==> config.mk <==
export PLATFORM = sky130hd
export DESIGN_NAME = osc_freq_meter
export DESIGN_NICKNAME = d
export VERILOG_FILES = /design/src/rtl/osc_freq_meter.sv
export SDC_FILE = /design/constraint.sdc
export NUM_CORES = 1
export LEC_CHECK = 0
export ABC_CLOCK_PERIOD_IN_PS = 4850
export CORE_ASPECT_RATIO = 0.8
export CORE_MARGIN = 8
export CORE_UTILIZATION = 35
export DETAILED_ROUTE_END_ITERATION = 10
export RECOVER_POWER = 25
export SETUP_SLACK_MARGIN = 0.2
export SLEW_MARGIN = 5
export SYNTH_ARGS = -nofsm -noshare
export SYNTH_HDL_FRONTEND = slang
export SYNTH_SLANG_ARGS = --single-unit
==> constraint.sdc <==
create_clock -name clk -period 4.85 [get_ports clk]
set_input_delay 0.7275 -clock clk [delete_from_list [all_inputs] [get_ports clk]]
set_output_delay 0.7275 -clock clk [all_outputs]
set_load 0.02 [all_outputs]
==> src/rtl/osc_freq_meter.sv <==
// ---------------------------------------------------------------------------
// osc_freq_meter
//
// Zero-crossing frequency / period / amplitude meter for the x output of a
// hopf_oscillator. Samples are taken only on clk_en. A hysteresis sign
// tracker (UNK/NEG/POS) turns the waveform into rising/falling events, which
// feed a per-window crossing count, a free-running rising-to-rising period
// counter and a per-window peak |x| tracker.
//
// Optional feature (macro OSC_FREQ_METER_DIR_EN): adds input y and output
// dir; on each rising event dir captures (y < 0), i.e. the rotation
// direction of the oscillator.
//
// Ports:
//   clk          system clock
//   rst          synchronous, active-high reset
//   clk_en       sample strobe; all state advances only when high
//   x            signed oscillator x sample (WIDTH bits)
//   y            signed oscillator y sample (only with OSC_FREQ_METER_DIR_EN)
//   dir          direction captured at the last rising event (only with macro)
//   crossings    rising+falling events in the last completed window
//   period_last  clk_en samples between the two most recent rising events
//   peak_abs     max |x| in the last completed window
//   meas_valid   one-cycle pulse after the window-closing sample
//   locked       set once two rising events have been seen since reset
//
// Handshake: meas_valid is a single-cycle qualifier with no ready; it is
// high in the cycle after the closing clk_en edge, and crossings/peak_abs
// hold their values until the next window closes.
// ---------------------------------------------------------------------------
module osc_freq_meter #(
    parameter int WIDTH  = 18,
    parameter int FRAC   = 14,
    parameter int WINDOW = 4000,
    parameter int HYST   = 64,
    parameter int CNT_W  = 16
) (
    input  logic                    clk,
    input  logic                    rst,
    input  logic                    clk_en,
    input  logic signed [WIDTH-1:0] x,
`ifdef OSC_FREQ_METER_DIR_EN
    input  logic signed [WIDTH-1:0] y,
    output logic                    dir,
`endif
    output logic [CNT_W-1:0]        crossings,
    output logic [CNT_W-1:0]        period_last,
    output logic [WIDTH-1:0]        peak_abs,
    output logic                    meas_valid,
    output logic                    locked
);

    // FRAC only documents the x format; HYST is already in raw LSBs.
    if (FRAC < 0 || FRAC >= WIDTH || HYST <= 0 || WINDOW < 1) begin : g_bad_params
        $error("osc_freq_meter: illegal parameter combination");
    end

    localparam int WIN_W = (WINDOW > 1) ? $clog2(WINDOW) : 1;
    localparam logic [WIN_W-1:0] WIN_LAST = WIN_W'(WINDOW - 1);

    localparam logic signed [WIDTH-1:0] HYST_P = WIDTH'(HYST);
    localparam logic signed [WIDTH-1:0] HYST_N = -HYST_P;
    localparam logic [WIDTH-1:0] X_MIN = {1'b1, {(WIDTH-1){1'b0}}};
    localparam logic [WIDTH-1:0] X_MAX = {1'b0, {(WIDTH-1){1'b1}}};

    localparam logic [1:0] S_UNK = 2'd0;
    localparam logic [1:0] S_NEG = 2'd1;
    localparam logic [1:0] S_POS = 2'd2;

    logic [1:0]       sign_state;
    logic [1:0]       sign_state_nxt;
    logic             rise;
    logic             fall;
    logic [WIN_W-1:0] win_cnt;
    logic             win_last;
    logic [CNT_W-1:0] acc;
    logic [CNT_W-1:0] acc_nxt;
    logic [WIDTH-1:0] peak_run;
    logic [WIDTH-1:0] peak_nxt;
    logic [WIDTH-1:0] x_abs;
    logic [CNT_W-1:0] per_cnt;
    logic [CNT_W-1:0] per_plus;
    logic             armed;

    // Hysteresis sign tracker. UNK only resolves to a sign; events need a
    // real NEG->POS or POS->NEG transition.
    always_comb begin
        sign_state_nxt = sign_state;
        rise           = 1'b0;
        fall           = 1'b0;
        if (x >= HYST_P) begin
            sign_state_nxt = S_POS;
            rise           = (sign_state == S_NEG);
        end else if (x <= HYST_N) begin
            sign_state_nxt = S_NEG;
            fall           = (sign_state == S_POS);
        end
    end

    // |x| with the most negative code clamped so it fits in WIDTH-1 bits.
    always_comb begin
        if (x == X_MIN)
            x_abs = X_MAX;
        else if (x[WIDTH-1])
            x_abs = ~x + 1'b1;
        else
            x_abs = x;
    end

    assign win_last = (win_cnt == WIN_LAST);
    assign acc_nxt  = ((rise || fall) && !(&acc)) ? acc + 1'b1 : acc;
    assign peak_nxt = (x_abs > peak_run) ? x_abs : peak_run;
    assign per_plus = (&per_cnt) ? per_cnt : per_cnt + 1'b1;

    always_ff @(posedge clk) begin
        if (rst) begin
            sign_state  <= S_UNK;
            win_cnt     <= '0;
            acc         <= '0;
            peak_run    <= '0;
            per_cnt     <= '0;
            armed       <= 1'b0;
            crossings   <= '0;
            period_last <= '0;
            peak_abs    <= '0;
            meas_valid  <= 1'b0;
            locked      <= 1'b0;
`ifdef OSC_FREQ_METER_DIR_EN
            dir         <= 1'b0;
`endif
        end else begin
            meas_valid <= 1'b0;
            if (clk_en) begin
                sign_state <= sign_state_nxt;

                // Period counter runs across window boundaries; the first
                // rising event only arms it.
                if (rise) begin
                    per_cnt <= '0;
                    armed   <= 1'b1;
                    if (armed) begin
                        period_last <= per_plus;
                        locked      <= 1'b1;
                    end
`ifdef OSC_FREQ_METER_DIR_EN
                    dir <= y[WIDTH-1];
`endif
                end else begin
                    per_cnt <= per_plus;
                end

                // The closing sample is folded into the published results.
                if (win_last) begin
                    crossings  <= acc_nxt;
                    peak_abs   <= peak_nxt;
                    meas_valid <= 1'b1;
                    acc        <= '0;
                    peak_run   <= '0;
                    win_cnt    <= '0;
                end else begin
                    acc        <= acc_nxt;
                    peak_run   <= peak_nxt;
                    win_cnt    <= win_cnt + 1'b1;
                end
            end
        end
    end

endmodule

==> results.txt, run 1 <==
status = completed
Top Usage Layer GRT = met2
clk slew on worst S/H paths = 0.06 ns
Yosys warning count = 0
vias in the first global route = 5,584
setup violators final = 0
max_slew headroom = 0.3792
syn_nets = 837
Num CTS Buffers = 17
Mapped Area = 0.006484 mm²
max incr delay on CP = 0.53 ns
Avg Inst Size Synth = 8.166 µm²
WL final = 17.54 mm
final core occ = 0.4396
Routed Antenna Nets = 0
Ports = 73
average wire per standard cell = 15.97 µm
drt drc = 0
Die X = 168.2 µm
top_reg_cell synth = dfxtp_1
gr ovfl total = 0
hpwl dp = 12.54 mm
top-area cell type share of the netlist area = 0.3613
Skew-Pair Late Insertion Delay = 0.41 ns
critical path fanouts, max = 9
DIE AREA = 0.02316 mm²
Hold Crit Class = reg -> reg
slew at the pin with the worst max-slew slack = 0.9278 ns
root buffer cell = clkbuf_16
via/cell ratio = 5.395
Clock Path Buffers = 2
Cell Rows = 44
Final Cycle Share = 0.8605
most frequent cells after synthesis = dfxtp_1, nor2_1, nand2_1
routed vias = 5,924
largest net degree at the start of global routing = 86
CP max stage cell = or3_1
ANT cells = 0
final setup skew = 0.009815 ns
Post CTS Setup Buffer Count = 0
Netlist cell types = 72
antenna violations before repair = 0
TritonRoute pass-1 iters = 5
area leader, netlist = dfxtp_1
cells after synthesis = 794
PwrDens = 317.8 mW/mm²
most numerous cell in the Yosys netlist = dfxtp_1
routing usage on met3 = 0.03522
Critical Path Source Type = input port
Synth Register Bits = 117
post-CTS sizing = 0
# port buffers = 72
leakage power = 0.002852 µW
initial DRC count = 385
global-route wire length before repair = 29.12 mm
Post-synth EDFFs = 0
MaxCap Viol Count = 0
largest cells by area after synthesis = dfxtp_1, nor2_1, ha_1
Post-CTS Hold Buffers = 0
Post-layout nets = 899
peak supply drop = 0.0002547 V
Initial Util = 0.3569
Setup CP Type = in -> reg
RSZ-0062 raised after global routing = false
total negative slack = 0 ns
Placeable Area = 0.01817 mm²
Clock Sinks = 117
CP required = 5.14 ns
Final min period = 4.173 ns
final hold violations = 0
M2 GR Usage = 0.2264
grt met1 use = 0.2168
CP Capture Type = flop
Area Overhead vs Synth = 23.18%
CTS tree = yes
share of layout cells above drive strength 1 = 0.09562
CP Cell Sequence = clkdlybuf4s50_1 -> nor3_2 -> nand4_1 -> or3_1 -> o21ai_0 -> ha_1 -> and4_1 -> nand4_1 -> nor4_1 -> or2_2 -> nand2_2 -> nand2_1 -> buf_4 -> o32ai_1
die extent in y = 137.7 µm
GRT Total Usage = 0.1542
Fmax = 0.2396 GHz
Max Slew Vio Count = 0
CTS H-tree depth = 4
RePlAce Congestion = 0.8263
post-synthesis sequential area ratio = 0.3613
most used cell, CP = nand4_1
Arr. time, crit path = 4.46 ns
Post-synth ARST share = 0
[cells by family after synthesis]
group / synth area share
compound gates: 0.2003
xor+xnor: 0.05673
fa+ha+maj: 0.04245
buf+inv: 0.06793
flops: 0.3613
mux: 0.009263
simple gates: 0.2621
[state kept, by name, summed over array words and instances, names as in the netlist]
signal,flops
period_last,16
locked,1
armed,1
peak_run,18
win_cnt,12
per_cnt,16
peak_abs,18
crossings,16
meas_valid,1
acc,16
sign_state,2
[per-stage QoR]
stage	worst slack [ns]	cell area, µm²	total power [µW]	hold WS [ns]	std cells
floorplan	1.145	6484	1217	0.4468	794
global placement	0.3421	7407	1310	0.4513	1067
detailed placement	0.3530	7407	1310	0.4527	1067
CTS	0.7424	7993	2558	0.4639	1098
global route	0.3710	7986	2642	0.4718	1098
finish	0.6765	7986	2538	0.4523	1098
[cell type report]
class | count | area (µm²)
tap | 230 | 287.8
fill | 1850 | 10180
timing repair buffer | 92 | 880.8
multi-input combinational | 580 | 3710
sequential | 117 | 2342
clock inverter | 9 | 101.3
inverter | 48 | 180.2
clock buffer | 22 | 484.2
[where the power goes]
part	leakage [µW]	switching, µW	internal, µW
Combinational	0.00161	186	116
Sequential	0.000946	9.39	982
Clock	0.000292	441	803
Total	0.00285	636	1900
[worst paths after layout]
| kind | start | endpoint | slack (ns) | depth (start not counted) |
|---|---|---|---|---|
| hold / removal | period_last[3] | period_last[3] | 0.45 | 2 |
| setup reg to reg | acc[0] | crossings[14] | 2.33 | 8 |
| setup / recovery | x[9] | peak_run[5] | 0.68 | 14 |
| hold reg to reg | period_last[3] | period_last[3] | 0.45 | 2 |
[routing by layer]
layer | vias to the layer above | part of all wire
met1 | 2766 | 0.51
li1 | 2999 | -
met3 | 19 | 0.050
met2 | 140 | 0.42
met4 | 0 | 0.017
met5 | - | 0
[placed cells by master (no fill, tap or decap), drive strengths merged, types with 2 or more instances in the layout]
cell type        n
o311ai          13
clkbuf          22
nor2            95
nor3            19
inv             47
or3             15
a22oi            4
and2             5
clkdlybuf4s50   30
nor2b            4
buf             21
nand4           25
o21ai           40
a311o            3
or2              6
bufinv           2
xor2            20
a211o            2
nand3           31
a31oi           15
nor3b            4
nand3b          19
o31ai           13
xnor2           22
nand2           67
and3            10
dfxtp          117
o32ai           19
clkinv           7
dlygate4sd3     41
and4             5
nor4            10
a221o            2
a21oi           31
nand2b           7
ha              22
a211oi          30
mux2i            6
a21o             2
[worst max-delay path: cells and delay by family]
kind | cells | cell delay (ns)
and+or+nand+nor | 9 | 2.25
buffers and inverters | 2 | 0.67
AOI/OAI and AO/OA | 2 | 0.51
adders and majority gates | 1 | 0.30
Power figures use the tool's default switching activity.
==> inputs of run 2 (changes only) <==
--- a/config.mk
+++ b/config.mk
@@ -6,7 +6,7 @@
 export NUM_CORES = 1
 export LEC_CHECK = 0
 export ABC_CLOCK_PERIOD_IN_PS = 4850
-export CORE_ASPECT_RATIO = 0.8
+export CORE_ASPECT_RATIO = 1.5
 export CORE_MARGIN = 8
 export CORE_UTILIZATION = 35
 export DETAILED_ROUTE_END_ITERATION = 10
==> constraint.sdc (replaced) <==
create_clock -name clk -period 4.85 [get_ports clk]
set_input_delay 0.7275 -clock clk [delete_from_list [all_inputs] [get_ports clk]]
set_output_delay 0.7275 -clock clk [all_outputs]
set_load 0.1 [all_outputs]
==> run 2 against run 1 <==
Net effect:
- critical endpoint is now peak_abs[4]
- routed wire length rose by 0.82%
- sequential power barely moved
- total power barely moved
- sequential share of layout area rose by 0.18 points
- register-to-register slack got worse by 0.17 ns
- clock skew rose by 0.00057 ns
- combinational power barely moved
- via count rose by 0.44%
==> results.txt, run 2 (synthesis results as in run 1) <==
status = completed (unchanged)
antenna violations before repair = 0 (unchanged)
Area Overhead vs Synth = 22.40% (was 23.18%)
most frequent cells in the layout = dfxtp_1, nor2_1, nand2_1 (unchanged)
PwrDens = 320.1 mW/mm² (was 317.8 mW/mm²)
Clock Sinks = 117 (unchanged)
share of layout cells above drive strength 1 = 0.08871 (was 0.09562)
leakage power = 0.002685 µW (was 0.002852 µW)
most common cell after layout, fill and taps aside = dfxtp_1 (unchanged)
RePlAce Congestion = 0.9079 (was 0.8263)
Clock Path Buffers = 2 (unchanged)
Final Cycle Share = 0.8843 (was 0.8605)
max_slew headroom = 0.1117 (was 0.3792)
cell family with most CP delay = simple AND/OR/NAND/NOR gates (unchanged)
Routed Antenna Nets = 0 (unchanged)
initial DRC count = 355 (was 385)
Setup CP Type = in -> reg (unchanged)
critical path fanouts, max = 24 (was 9)
Die X = 127.1 µm (was 168.2 µm)
GRT Total Usage = 0.1569 (was 0.1542)
Final min period = 4.289 ns (was 4.173 ns)
routed vias = 5,950 (was 5,924)
post-CTS sizing = 0 (unchanged)
Initial Util = 0.3540 (was 0.3569)
TritonRoute pass-1 iters = 5 (unchanged)
CP required = 5.16 ns (was 5.14 ns)
CTS H-tree depth = 4 (unchanged)
final setup skew = 0.01039 ns (was 0.009815 ns)
largest net degree at the start of global routing = 79 (was 86)
Largest regs = peak_abs x18, peak_run x18 (unchanged)
design area = 0.007936 mm² (was 0.007986 mm²)
CP Capture Type = flop (unchanged)
Area after DPL = 0.007387 mm² (was 0.007407 mm²)
root buffer cell = clkbuf_16 (unchanged)
Arr. time, crit path = 4.60 ns (was 4.46 ns)
DIE AREA = 0.02323 mm² (was 0.02316 mm²)
via/cell ratio = 5.469 (was 5.395)
Cell Rows = 61 (was 44)
Max Slew Vio Count = 0 (unchanged)
drt drc = 0 (unchanged)
MaxCap Viol Count = 0 (unchanged)
ANT cells = 0 (unchanged)
total negative slack = 0 ns (unchanged)
average wire per standard cell = 16.25 µm (was 15.97 µm)
final core occ = 0.4333 (was 0.4396)
Ports = 73 (unchanged)
setup violators final = 0 (unchanged)
gr ovfl total = 0 (unchanged)
max incr delay on CP = 0.62 ns (was 0.53 ns)
Non-Filler Instances = 1,088 (was 1,098)
slew at the pin with the worst max-slew slack = 1.299 ns (was 0.9278 ns)
Num CTS Buffers = 17 (unchanged)
Post-layout nets = 898 (was 899)
Hold Crit Class = reg -> reg (unchanged)
RSZ-0062 raised after global routing = false (unchanged)
Post CTS Setup Buffer Count = 0 (unchanged)
Skew-Pair Late Insertion Delay = 0.42 ns (was 0.41 ns)
placed insts = 1,056 (was 1,067)
Post-CTS Hold Buffers = 0 (unchanged)
CP max stage cell = dlygate4sd3_1 (was or3_1)
CP Cell Sequence = dlygate4sd3_1 -> nor3_1 -> nand4_2 -> or3_1 -> o21ai_0 -> ha_1 -> and4_1 -> nand4_1 -> nor4_1 -> a211o_1 -> and2_1 -> buf_4 -> nand3_1 -> o311ai_0 (was clkdlybuf4s50_1 -> nor3_2 -> nand4_1 -> or3_1 -> o21ai_0 -> ha_1 -> and4_1 -> nand4_1 -> nor4_1 -> or2_2 -> nand2_2 -> nand2_1 -> buf_4 -> o32ai_1)
peak supply drop = 0.0001823 V (was 0.0002547 V)
Fmax = 0.2332 GHz (was 0.2396 GHz)
CTS tree = yes (unchanged)
Critical Path Source Type = input port (unchanged)
clk slew on worst S/H paths = 0.06 ns (about the same)
# port buffers = 72 (unchanged)
sum of buffers and inverters on the critical path = 2 (unchanged)
die extent in y = 182.7 µm (was 137.7 µm)
Pwr Total = 2540 µW (was 2538 µW)
hpwl dp = 12.81 mm (was 12.54 mm)
Placeable Area = 0.01832 mm² (was 0.01817 mm²)
WL final = 17.68 mm (was 17.54 mm)
vias in the first global route = 5,878 (was 5,584)
final hold violations = 0 (unchanged)
global-route wire length before repair = 29.24 mm (was 29.12 mm)
## run 2: changes by cell type in the layout (fill, tap and decap cells not counted), moves of 3 or more
cell / before / now
dlygate4sd3_1: 41 / 9
clkbuf_1: 1 / 4
inv_6: 0 / 3
clkdlybuf4s50_1: 30 / 62
clkinvlp_4: 1 / 5
clkinv_2: 5 / 2
buf_4: 20 / 15
clkbuf_8: 4 / 1
## run 2: cell type report
type	count	area [µm²]
clock inverters	14	151.4
multi-input cells	580	3690
clock buffers	18	439.2
well taps	220	275.3
repair buffers	91	858.3
fillers	1862	10380
flip-flops and latches	117	2342
inverters	48	180.2
## run 2: routing by layer
metal | GRT usage | part of all wire | up-vias
met5 | 0 | 0 | -
met4 | 0.07453 | 0.032 | 0
met3 | 0.03856 | 0.036 | 33
met2 | 0.2859 | 0.52 | 136
met1 | 0.1644 | 0.42 | 2776
li1 | - | - | 3005
## run 2: where the power goes
part / internal, µW / switching (µW)
Clock: 772 / 477
Sequential: 982 / 9.32
Combinational: 114 / 185
## run 2: final timing paths
path	from	end	slack, ns	depth (start not counted)
hold / removal	period_last[0]	period_last[0]	0.47	2
setup / recovery	x[8]	peak_abs[4]	0.56	14
setup reg to reg	win_cnt[0]	win_cnt[3]	2.16	6
hold reg to reg	period_last[0]	period_last[0]	0.47	2
## run 2: worst register-to-register path, cell delays in order, from the launching register on
cell and delay [ns]:
dfxtp_1 0.38, ha_1 0.30, nand4bb_1 0.19, nor4_1 0.24, clkbuf_1 0.83, or2_0 0.53
nor2_1 0.10
## run 2: stage by stage
| stage | setup slack, ns | hold WS, ns |
|---|---|---|
| after global placement | 0.2560 | 0.4552 |
| after detailed placement | 0.1867 | 0.4628 |
| after floorplan | 1.145 | 0.4468 |
| final | 0.5611 | 0.4666 |
| after CTS | 0.6262 | 0.4738 |
| after global routing | 0.1856 | 0.4815 |
==> inputs of run 3 (changes only) <==
--- a/config.mk
+++ b/config.mk
@@ -6,6 +6,7 @@
 export NUM_CORES = 1
 export LEC_CHECK = 0
 export ABC_CLOCK_PERIOD_IN_PS = 4850
+export CAP_MARGIN = 0
 export CORE_ASPECT_RATIO = 1.5
 export CORE_MARGIN = 8
 export CORE_UTILIZATION = 35
==> results of run 3 <==
The final DEF is identical to that of run 2; final timing and power are the same.
